### config.mk
export PLATFORM = sky130hd
export DESIGN_NAME = adpll_cfg_seq
export DESIGN_NICKNAME = d
export VERILOG_FILES = /design/src/rtl/adpll_cfg_seq.sv
export SDC_FILE = /design/constraint.sdc
export NUM_CORES = 1
export LEC_CHECK = 0
export CAP_MARGIN = 20
export CORE_MARGIN = 2
export CORE_UTILIZATION = 35
export CTS_BUF_LIST = sky130_fd_sc_hd__clkbuf_4 sky130_fd_sc_hd__clkbuf_8
export DETAILED_ROUTE_END_ITERATION = 16
export PLACE_DENSITY = 0.66
export SLEW_MARGIN = 30
export SYNTH_ARGS = -nofsm -noshare
export SYNTH_HDL_FRONTEND = slang
export SYNTH_SLANG_ARGS = --single-unit
### constraint.sdc
create_clock -name clk -period 3.35 [get_ports clk]
set_input_delay 0.67 -clock clk [delete_from_list [all_inputs] [get_ports clk]]
set_output_delay 0.67 -clock clk [all_outputs]
set_load 0.01 [all_outputs]
### src/rtl/adpll_cfg_seq.sv
// adpll_cfg_seq: bus initiator that tunes the ADPLL (soft reset, FCW, mode, enable) and then polls lock.
// Define ADPLL_CFG_TIMEOUT_EN to bound the lock poll with TIMEOUT_CYC and report timeout_err.

`ifndef ADPLL_ADDR_W
`define ADPLL_ADDR_W 8
`endif
`ifndef FCWW
`define FCWW 26
`endif
`ifndef ADPLL_SOFT_RST
`define ADPLL_SOFT_RST 32'h01
`endif
`ifndef FCW
`define FCW 32'h04
`endif
`ifndef ADPLL_MODE
`define ADPLL_MODE 32'h08
`endif
`ifndef ADPLL_EN
`define ADPLL_EN 32'h0C
`endif
`ifndef ADPLL_LOCK
`define ADPLL_LOCK 32'h10
`endif

module adpll_cfg_seq #(
  parameter int ADDR_W      = `ADPLL_ADDR_W,
  parameter int FCWW        = `FCWW,
  parameter int POLL_GAP    = 16,
  parameter int TIMEOUT_CYC = 4096
) (
  input  logic              clk,
  input  logic              rst,
  input  logic              start,
  input  logic [FCWW-1:0]   fcw_in,
  input  logic [1:0]        mode_in,
  output logic              sel,
  output logic              write,
  output logic [ADDR_W-1:0] address,
  output logic [31:0]       data_in,
  input  logic [31:0]       data_out,
  input  logic              ready,
  output logic              busy,
  output logic              done,
  output logic              locked,
  output logic              timeout_err
);

  localparam logic [2:0] S_IDLE     = 3'd0;
  localparam logic [2:0] S_WR_RST   = 3'd1;
  localparam logic [2:0] S_WR_FCW   = 3'd2;
  localparam logic [2:0] S_WR_MODE  = 3'd3;
  localparam logic [2:0] S_WR_EN    = 3'd4;
  localparam logic [2:0] S_POLL_RD  = 3'd5;
  localparam logic [2:0] S_POLL_GAP = 3'd6;
  localparam logic [2:0] S_FIN      = 3'd7;

  localparam int GAP_W = (POLL_GAP > 1) ? $clog2(POLL_GAP) : 1;
  localparam logic [GAP_W-1:0] GAP_LAST = GAP_W'(POLL_GAP - 1);

  localparam logic [ADDR_W-1:0] A_SOFT_RST = ADDR_W'(`ADPLL_SOFT_RST);
  localparam logic [ADDR_W-1:0] A_FCW      = ADDR_W'(`FCW);
  localparam logic [ADDR_W-1:0] A_MODE     = ADDR_W'(`ADPLL_MODE);
  localparam logic [ADDR_W-1:0] A_EN       = ADDR_W'(`ADPLL_EN);
  localparam logic [ADDR_W-1:0] A_LOCK     = ADDR_W'(`ADPLL_LOCK);

  logic [2:0]        state_q, state_d;
  logic [FCWW-1:0]   fcw_q, fcw_d;
  logic [1:0]        mode_q, mode_d;
  logic              sel_q, sel_d;
  logic              write_q, write_d;
  logic [ADDR_W-1:0] addr_q, addr_d;
  logic [31:0]       wdata_q, wdata_d;
  logic              busy_q, busy_d;
  logic              done_q, done_d;
  logic              locked_q, locked_d;
  logic              rd_done_q, rd_done_d;
  logic              lock_bit_q, lock_bit_d;
  logic [GAP_W-1:0]  gap_q, gap_d;

  logic              err_set;
  logic              err_clr;
  logic              tcnt_clr;
  logic              to_hit;

  logic [ADDR_W-1:0] wr_addr;
  logic [31:0]       wr_data;
  logic [2:0]        wr_next;

  // Only bit 0 of the lock register carries information.
  logic unused_rdata;
  assign unused_rdata = ^data_out[31:1];

  always_comb begin
    wr_addr = A_SOFT_RST;
    wr_data = 32'd1;
    wr_next = S_WR_FCW;
    case (state_q)
      S_WR_FCW: begin
        wr_addr = A_FCW;
        wr_data = 32'(fcw_q);
        wr_next = S_WR_MODE;
      end
      S_WR_MODE: begin
        wr_addr = A_MODE;
        wr_data = {30'd0, mode_q};
        wr_next = S_WR_EN;
      end
      S_WR_EN: begin
        wr_addr = A_EN;
        wr_data = 32'd1;
        wr_next = S_POLL_RD;
      end
      default: ;
    endcase
  end

  // A new transaction starts only once both sel and ready are seen low; sel drops on the ready sample.
  always_comb begin
    state_d    = state_q;
    fcw_d      = fcw_q;
    mode_d     = mode_q;
    sel_d      = sel_q;
    write_d    = write_q;
    addr_d     = addr_q;
    wdata_d    = wdata_q;
    busy_d     = busy_q;
    done_d     = 1'b0;
    locked_d   = locked_q;
    rd_done_d  = rd_done_q;
    lock_bit_d = lock_bit_q;
    gap_d      = gap_q;
    err_set    = 1'b0;
    err_clr    = 1'b0;
    tcnt_clr   = 1'b0;
    case (state_q)
      S_IDLE: begin
        if (start) begin
          fcw_d    = fcw_in;
          mode_d   = mode_in;
          locked_d = 1'b0;
          err_clr  = 1'b1;
          busy_d   = 1'b1;
          state_d  = S_WR_RST;
        end
      end
      S_WR_RST, S_WR_FCW, S_WR_MODE, S_WR_EN: begin
        if (sel_q) begin
          if (ready) begin
            sel_d    = 1'b0;
            write_d  = 1'b0;
            state_d  = wr_next;
            tcnt_clr = (state_q == S_WR_EN);
          end
        end else if (!ready) begin
          sel_d   = 1'b1;
          write_d = 1'b1;
          addr_d  = wr_addr;
          wdata_d = wr_data;
        end
      end
      S_POLL_RD: begin
        if (rd_done_q) begin
          rd_done_d = 1'b0;
          if (lock_bit_q) begin
            locked_d = 1'b1;
            state_d  = S_FIN;
          end else if (to_hit) begin
            err_set = 1'b1;
            state_d = S_FIN;
          end else begin
            gap_d   = '0;
            state_d = S_POLL_GAP;
          end
        end else if (sel_q) begin
          if (ready) begin
            sel_d      = 1'b0;
            rd_done_d  = 1'b1;
            lock_bit_d = data_out[0];
          end
        end else if (to_hit) begin
          err_set = 1'b1;
          state_d = S_FIN;
        end else if (!ready) begin
          sel_d   = 1'b1;
          write_d = 1'b0;
          addr_d  = A_LOCK;
          wdata_d = 32'd0;
        end
      end
      S_POLL_GAP: begin
        if (to_hit) begin
          err_set = 1'b1;
          state_d = S_FIN;
        end else if (gap_q == GAP_LAST) begin
          state_d = S_POLL_RD;
        end else begin
          gap_d = gap_q + GAP_W'(1);
        end
      end
      S_FIN: begin
        done_d  = 1'b1;
        busy_d  = 1'b0;
        state_d = S_IDLE;
      end
      default: state_d = S_IDLE;
    endcase
  end

  always_ff @(posedge clk) begin
    if (!rst) begin
      state_q    <= S_IDLE;
      fcw_q      <= '0;
      mode_q     <= '0;
      sel_q      <= 1'b0;
      write_q    <= 1'b0;
      addr_q     <= '0;
      wdata_q    <= '0;
      busy_q     <= 1'b0;
      done_q     <= 1'b0;
      locked_q   <= 1'b0;
      rd_done_q  <= 1'b0;
      lock_bit_q <= 1'b0;
      gap_q      <= '0;
    end else begin
      state_q    <= state_d;
      fcw_q      <= fcw_d;
      mode_q     <= mode_d;
      sel_q      <= sel_d;
      write_q    <= write_d;
      addr_q     <= addr_d;
      wdata_q    <= wdata_d;
      busy_q     <= busy_d;
      done_q     <= done_d;
      locked_q   <= locked_d;
      rd_done_q  <= rd_done_d;
      lock_bit_q <= lock_bit_d;
      gap_q      <= gap_d;
    end
  end

`ifdef ADPLL_CFG_TIMEOUT_EN
  localparam int TO_W = (TIMEOUT_CYC > 2) ? $clog2(TIMEOUT_CYC) : 1;
  localparam logic [TO_W-1:0] TO_LAST = TO_W'(TIMEOUT_CYC - 1);

  logic [TO_W-1:0] tcnt_q, tcnt_d;
  logic            to_err_q, to_err_d;

  // The counter saturates at its terminal value so a read still in flight can finish first.
  always_comb begin
    tcnt_d = tcnt_q;
    if (tcnt_clr) begin
      tcnt_d = '0;
    end else if ((state_q == S_POLL_RD || state_q == S_POLL_GAP) && tcnt_q != TO_LAST) begin
      tcnt_d = tcnt_q + TO_W'(1);
    end
    to_err_d = to_err_q;
    if (err_clr) begin
      to_err_d = 1'b0;
    end else if (err_set) begin
      to_err_d = 1'b1;
    end
  end

  always_ff @(posedge clk) begin
    if (!rst) begin
      tcnt_q   <= '0;
      to_err_q <= 1'b0;
    end else begin
      tcnt_q   <= tcnt_d;
      to_err_q <= to_err_d;
    end
  end

  assign to_hit      = (tcnt_q == TO_LAST);
  assign timeout_err = to_err_q;
`else
  localparam int unused_timeout_cyc = TIMEOUT_CYC;
  logic unused_to_ctrl;
  assign unused_to_ctrl = err_set ^ err_clr ^ tcnt_clr;
  assign to_hit         = 1'b0;
  assign timeout_err    = 1'b0;
`endif

  assign sel     = sel_q;
  assign write   = write_q;
  assign address = addr_q;
  assign data_in = wdata_q;
  assign busy    = busy_q;
  assign done    = done_q;
  assign locked  = locked_q;

endmodule

# Word level (Yosys, flattened, before mapping)
# Cells that the tools add are included.
# classes
bitwise_logic,1
reduce_logical,15
n_mux,46
n_addsub,1
n_eq_ne,23
# ops
operator,n
32-bit 2-to-1 mux,5
32-bit one-hot mux with 2 select lines,1
26-bit one-hot mux with 2 select lines,1
8-bit 2-to-1 mux,5
2-bit inequality test (second input constant),13
1-bit 2-to-1 mux,17
8-bit one-hot mux with 2 select lines,1
3-bit 2-to-1 mux,5
3-bit one-hot mux with 5 select lines,1
3-bit equality test (second input constant),4
4-bit 2-to-1 mux,3
4-bit one-hot mux with 3 select lines,1
4-bit AND reduction,3
6-bit AND reduction,2
3-bit one-hot mux with 3 select lines,1
1-bit one-hot mux with 2 select lines,4
4-bit one-hot mux with 2 select lines,1
2-bit nonzero test,4
3-bit by 2-bit equality test with 1-bit output (second input constant),2
3-bit inequality test (second input constant),2
2-bit AND reduction,3
5-bit AND reduction,1
4-bit by 1-bit adder with 4-bit output (second input constant),1
4-bit equality test (second input constant),1
4 further kinds,4
# totals
inputBits,64
word_cells,99
register_bits,82
output_inout_bits,46

# Longest topological paths before layout
# depth
word_depth,5
ltp_mapped,6

# Worst setup path after synthesis
# No wires, ideal clock.
# synth_timing
path_kind,input to register
startpoint,input ready
endpoint,register wdata_q[0] (netlist: data_in[0])
path_slack_ns,1.541
required_ns,3.227
path_stages,5
arrival_time_ns,1.686
setup_ns,0.123
path_cell_list,or2_0 buf_2 a211oi_4 clkbuf_2 o21ai_0
# synth_via
elab_chain_len,2
elab_cells_between_ends,3
classes_between,eq/ne: 2; reduce/logical: 1
# synth_rtl
item,line,rtl
from (decl),42,"input logic ready,"
2-bit inequality test (no source line),-,
6-bit AND reduction (no source line) *,-,
to (signal assigned),232,wdata_q <= wdata_d;
to (decl),73,"logic [31:0] wdata_q, wdata_d;"
# Every way passes the cells marked *; elsewhere a longest branch is shown, timed or not.
# A chain may end at the register's enable or synchronous reset.

# Final worst setup path
# layout_timing
startpoint,input ready
endpoint,register addr_q[3] (netlist: address[3])
# layout_via
elab_chain_len,2
elab_cells_between_ends,3
classes_between,eq/ne: 2; reduce/logical: 1
# layout_rtl
item,line,rtl
2-bit inequality test (no source line),-,
6-bit AND reduction (no source line) *,-,
to (signal assigned),231,addr_q <= addr_d;
to (decl),72,"logic [ADDR_W-1:0] addr_q, addr_d;"
# Marked as above.

==> run metrics <==
crit-path max FO=32; Seq pwr share=between 40% and 50%; first-pass GRT wire length=10.8 mm; fin crit share=62.9%; Num CTS Buffers=9; clk root buf=clkbuf_8; fin area=3870 um2; latest clock arrival within the worst-skew pair=~330 ps; Residual DRC=0; Crit Path Category=input port to flip-flop; Warnings, synthesis=0; num rows=33; Comb power frac=between 10% and 20%; clock-pin slew on the worst setup and hold paths=about 70 ps; layout cells sized above 1=7.36%; maximum vdd ir drop=approximately 170 uV; CTS Buffer Depth=2; LEAKAGE=about 1.4 nW; NetSw=0.000472 W; Fin Setup TNS=0 ps; Global Route Usage Sum=15.3%; Worst Setup End Kind=flip-flop; total number of vias=2616; full die area=approximately 9200 um2; Layout Skew=between 9 and 10 ps; unique cell type count in the Yosys netlist=40; Hold Fails Final Rpt=0; die height=roughly 96 um; Register Area=about 1400 um2; cts hold-fix bufs=0; drt pass-1 iters=6; slew at the pin closest to its max-slew limit=between 700 and 800 ps; Final Non-Filler Cells=540; Cells after DPL=524; post_cts resized=0; final setup fails=0; final-report max-slew violation count=0; clock period minus worst slack=2110 ps; Post-Syn Area=2970 um2; sequential cell area fraction in the yosys report=48.6%; largest net degree at the start of global routing=37; vias in the first global route=roughly 2400; Design Power=0.00189 W; number of synthesized flops with an enable pin=0; Syn Inst Count=372; Final ANT Viol Nets=0; Port Buffer Count=67; # IOs=110; RSZ-0062 raised after global routing=no; pwr/cell area=around 490 nW/um2; status=finished clean; Seq cells post-synth=just over 70; via/cell ratio=4.84; Detail Placement HPWL=4.47 mm; Fillers=roughly 830; Max Clock Freq=roughly 0.47 GHz; Most used DFF post-synth=dfxtp_1; core area=between 8000 and 9000 um2; worst min path class=flip-flop to flip-flop; Startpoint Class=input port; Routed WL per cell=around 12 um; synth-to-layout area growth=30.5%; clk sinks=72; Final WS setup=approximately 1200 ps; global placement routability congestion=between 0.7 and 0.8; WP data required=3600 ps; antenna violations before repair=0; final WL=roughly 6.7 mm; postcts setup bufs=0; Layout Nets=roughly 500; Worst slew margin=around half; pre-CTS setup slack=slightly below 900 ps; Pint=0.00141 W; Post-synth ARST share=0%; antenna diode count=0; mean area per synthesized cell=7.97 um2; CTS tree=built; Starting DRT DRC Count=77; max cap viols=0; total grt overflow=0; die width=just under 100 um; clock power share=37.0%; Critical Path AT=about 2400 ps; Placement Cell Area=~3700 um2; H-tree depth=3; initial core utilization=a little over a third; Multi-input gate area=about 1300 um2; Switching Share=between 20% and 30%
==> power groups by stage <==
stage	registers [W]	clock network (W)	logic (W)
floorplan	0.000943	0	0.000179
finish	0.000935	0.000698	0.000253
global route	0.000941	0.000772	0.000282
detailed placement	0.000955	0	0.000256
CTS	0.000935	0.000727	0.000256
global placement	0.000954	0	0.000253
==> cells by family (layout without fill, tap and decap cells) <==
logic type                 Yosys count  in the layout  share of synthesized area, %
AOI/OAI and AO/OA                   88             88                          16.4
xor gates and xnor gates             1              1                         0.295
adders and majority gates            1              1                         0.422
buffers and inverters               42             95                          8.23
DFF                                 72             72                          48.6
muxes                                5              5                          1.73
other                                1             11                         0.126
and+or+nand+nor                    162            162                          24.2
==> stage by stage <==
stage / util (%) / hold slack, ps
4_1_cts: 47.1 / 457
2_1_floorplan: - / 433
6_report: 47.1 / 453
5_1_grt: 47.1 / 474
3_5_place_dp: 44.6 / 447
3_3_place_gp: 44.6 / 441
==> Yosys cell counts (3+ instances only) <==
| cell | n | area share (%) |
|---|---|---|
| nor2_1 | 13 | 1.6 |
| a21oi_1 | 41 | 6.9 |
| nor3_1 | 6 | 1.0 |
| nand2b_1 | 4 | 0.84 |
| nand2_1 | 96 | 12 |
| nand3_1 | 30 | 5.1 |
| dfxtp_1 | 72 | 49 |
| o21ai_0 | 32 | 5.4 |
| mux2i_1 | 4 | 1.4 |
| inv_1 | 3 | 0.38 |
| a211oi_1 | 3 | 0.76 |
| clkbuf_1 | 9 | 1.1 |
| buf_6 | 3 | 1.1 |
| buf_4 | 12 | 3.0 |
| buf_2 | 13 | 2.2 |
==> layout by cell type, fill, tap and decap left out, types with 2 or more instances in the layout <==
cell              n
mux2i_1           4
a31oi_1           2
nand2b_1          4
clkdlybuf4s50_1  67
nand3_1          30
nor2b_1           2
dfxtp_1          72
o21a_1            2
buf_4             8
o21ai_0          32
inv_1             3
nand2_1          96
clkbuf_4          4
a211oi_1          3
a21oi_1          41
clkbuf_8         10
nand3b_1          2
o22ai_1           2
nor3_1            6
conb_1           11
nor2_1           12
==> worst paths after layout <==
check / start / to / slack (ps) / depth (start not counted)
setup reg to reg: state_q[1]$_SDFFE_PN0P_ / data_in[11]$_SDFFE_PN0P_ / 1330 / 5
hold / removal: data_in[16]$_SDFFE_PN0P_ / data_in[16]$_SDFFE_PN0P_ / 450 / 2
setup / recovery: ready / address[3]$_SDFFE_PN0P_ / 1240 / 6
hold reg to reg: data_in[16]$_SDFFE_PN0P_ / data_in[16]$_SDFFE_PN0P_ / 450 / 2
==> cell type report <==
cell class,count,area share [%]
clock buffer,14,4.33
tap,105,3.39
inverter,3,0.291
sequential,72,37.2
clock inverter,2,1.00
timing repair buffer,76,19.4
multi-input combinational,268,34.3
==> state kept, by name, summed over array words and instances, names as in the netlist <==
| register | flops |
|---|---|
| data_in | 26 |
| fcw_q | 26 |
| address | 4 |
| gap_q | 4 |
| state_q | 3 |
| mode_q | 2 |
| busy | 1 |
| done | 1 |
| lock_bit_q | 1 |
| locked | 1 |
| rd_done_q | 1 |
| sel | 1 |
| write | 1 |
==> layer usage <==
| metal | global-route usage, % | vias to the layer above | share of wire, % |
|---|---|---|---|
| li1 | - | 1347 | - |
| met3 | 3.68 | 7 | 4.3 |
| met4 | 7.50 | 0 | 1.8 |
| met2 | 25.7 | 64 | 48 |
| met1 | 18.1 | 1198 | 46 |
| met5 | 0 | - | 0 |
==> worst max-delay path: stages <==
cell and delay [ps]:
clkdlybuf4s50_1 480, or2_0 350, a211oi_4 260, buf_4 310, nor2_1 80, a211oi_1 200
No activity file was read; power rests on OpenSTA's default activity.
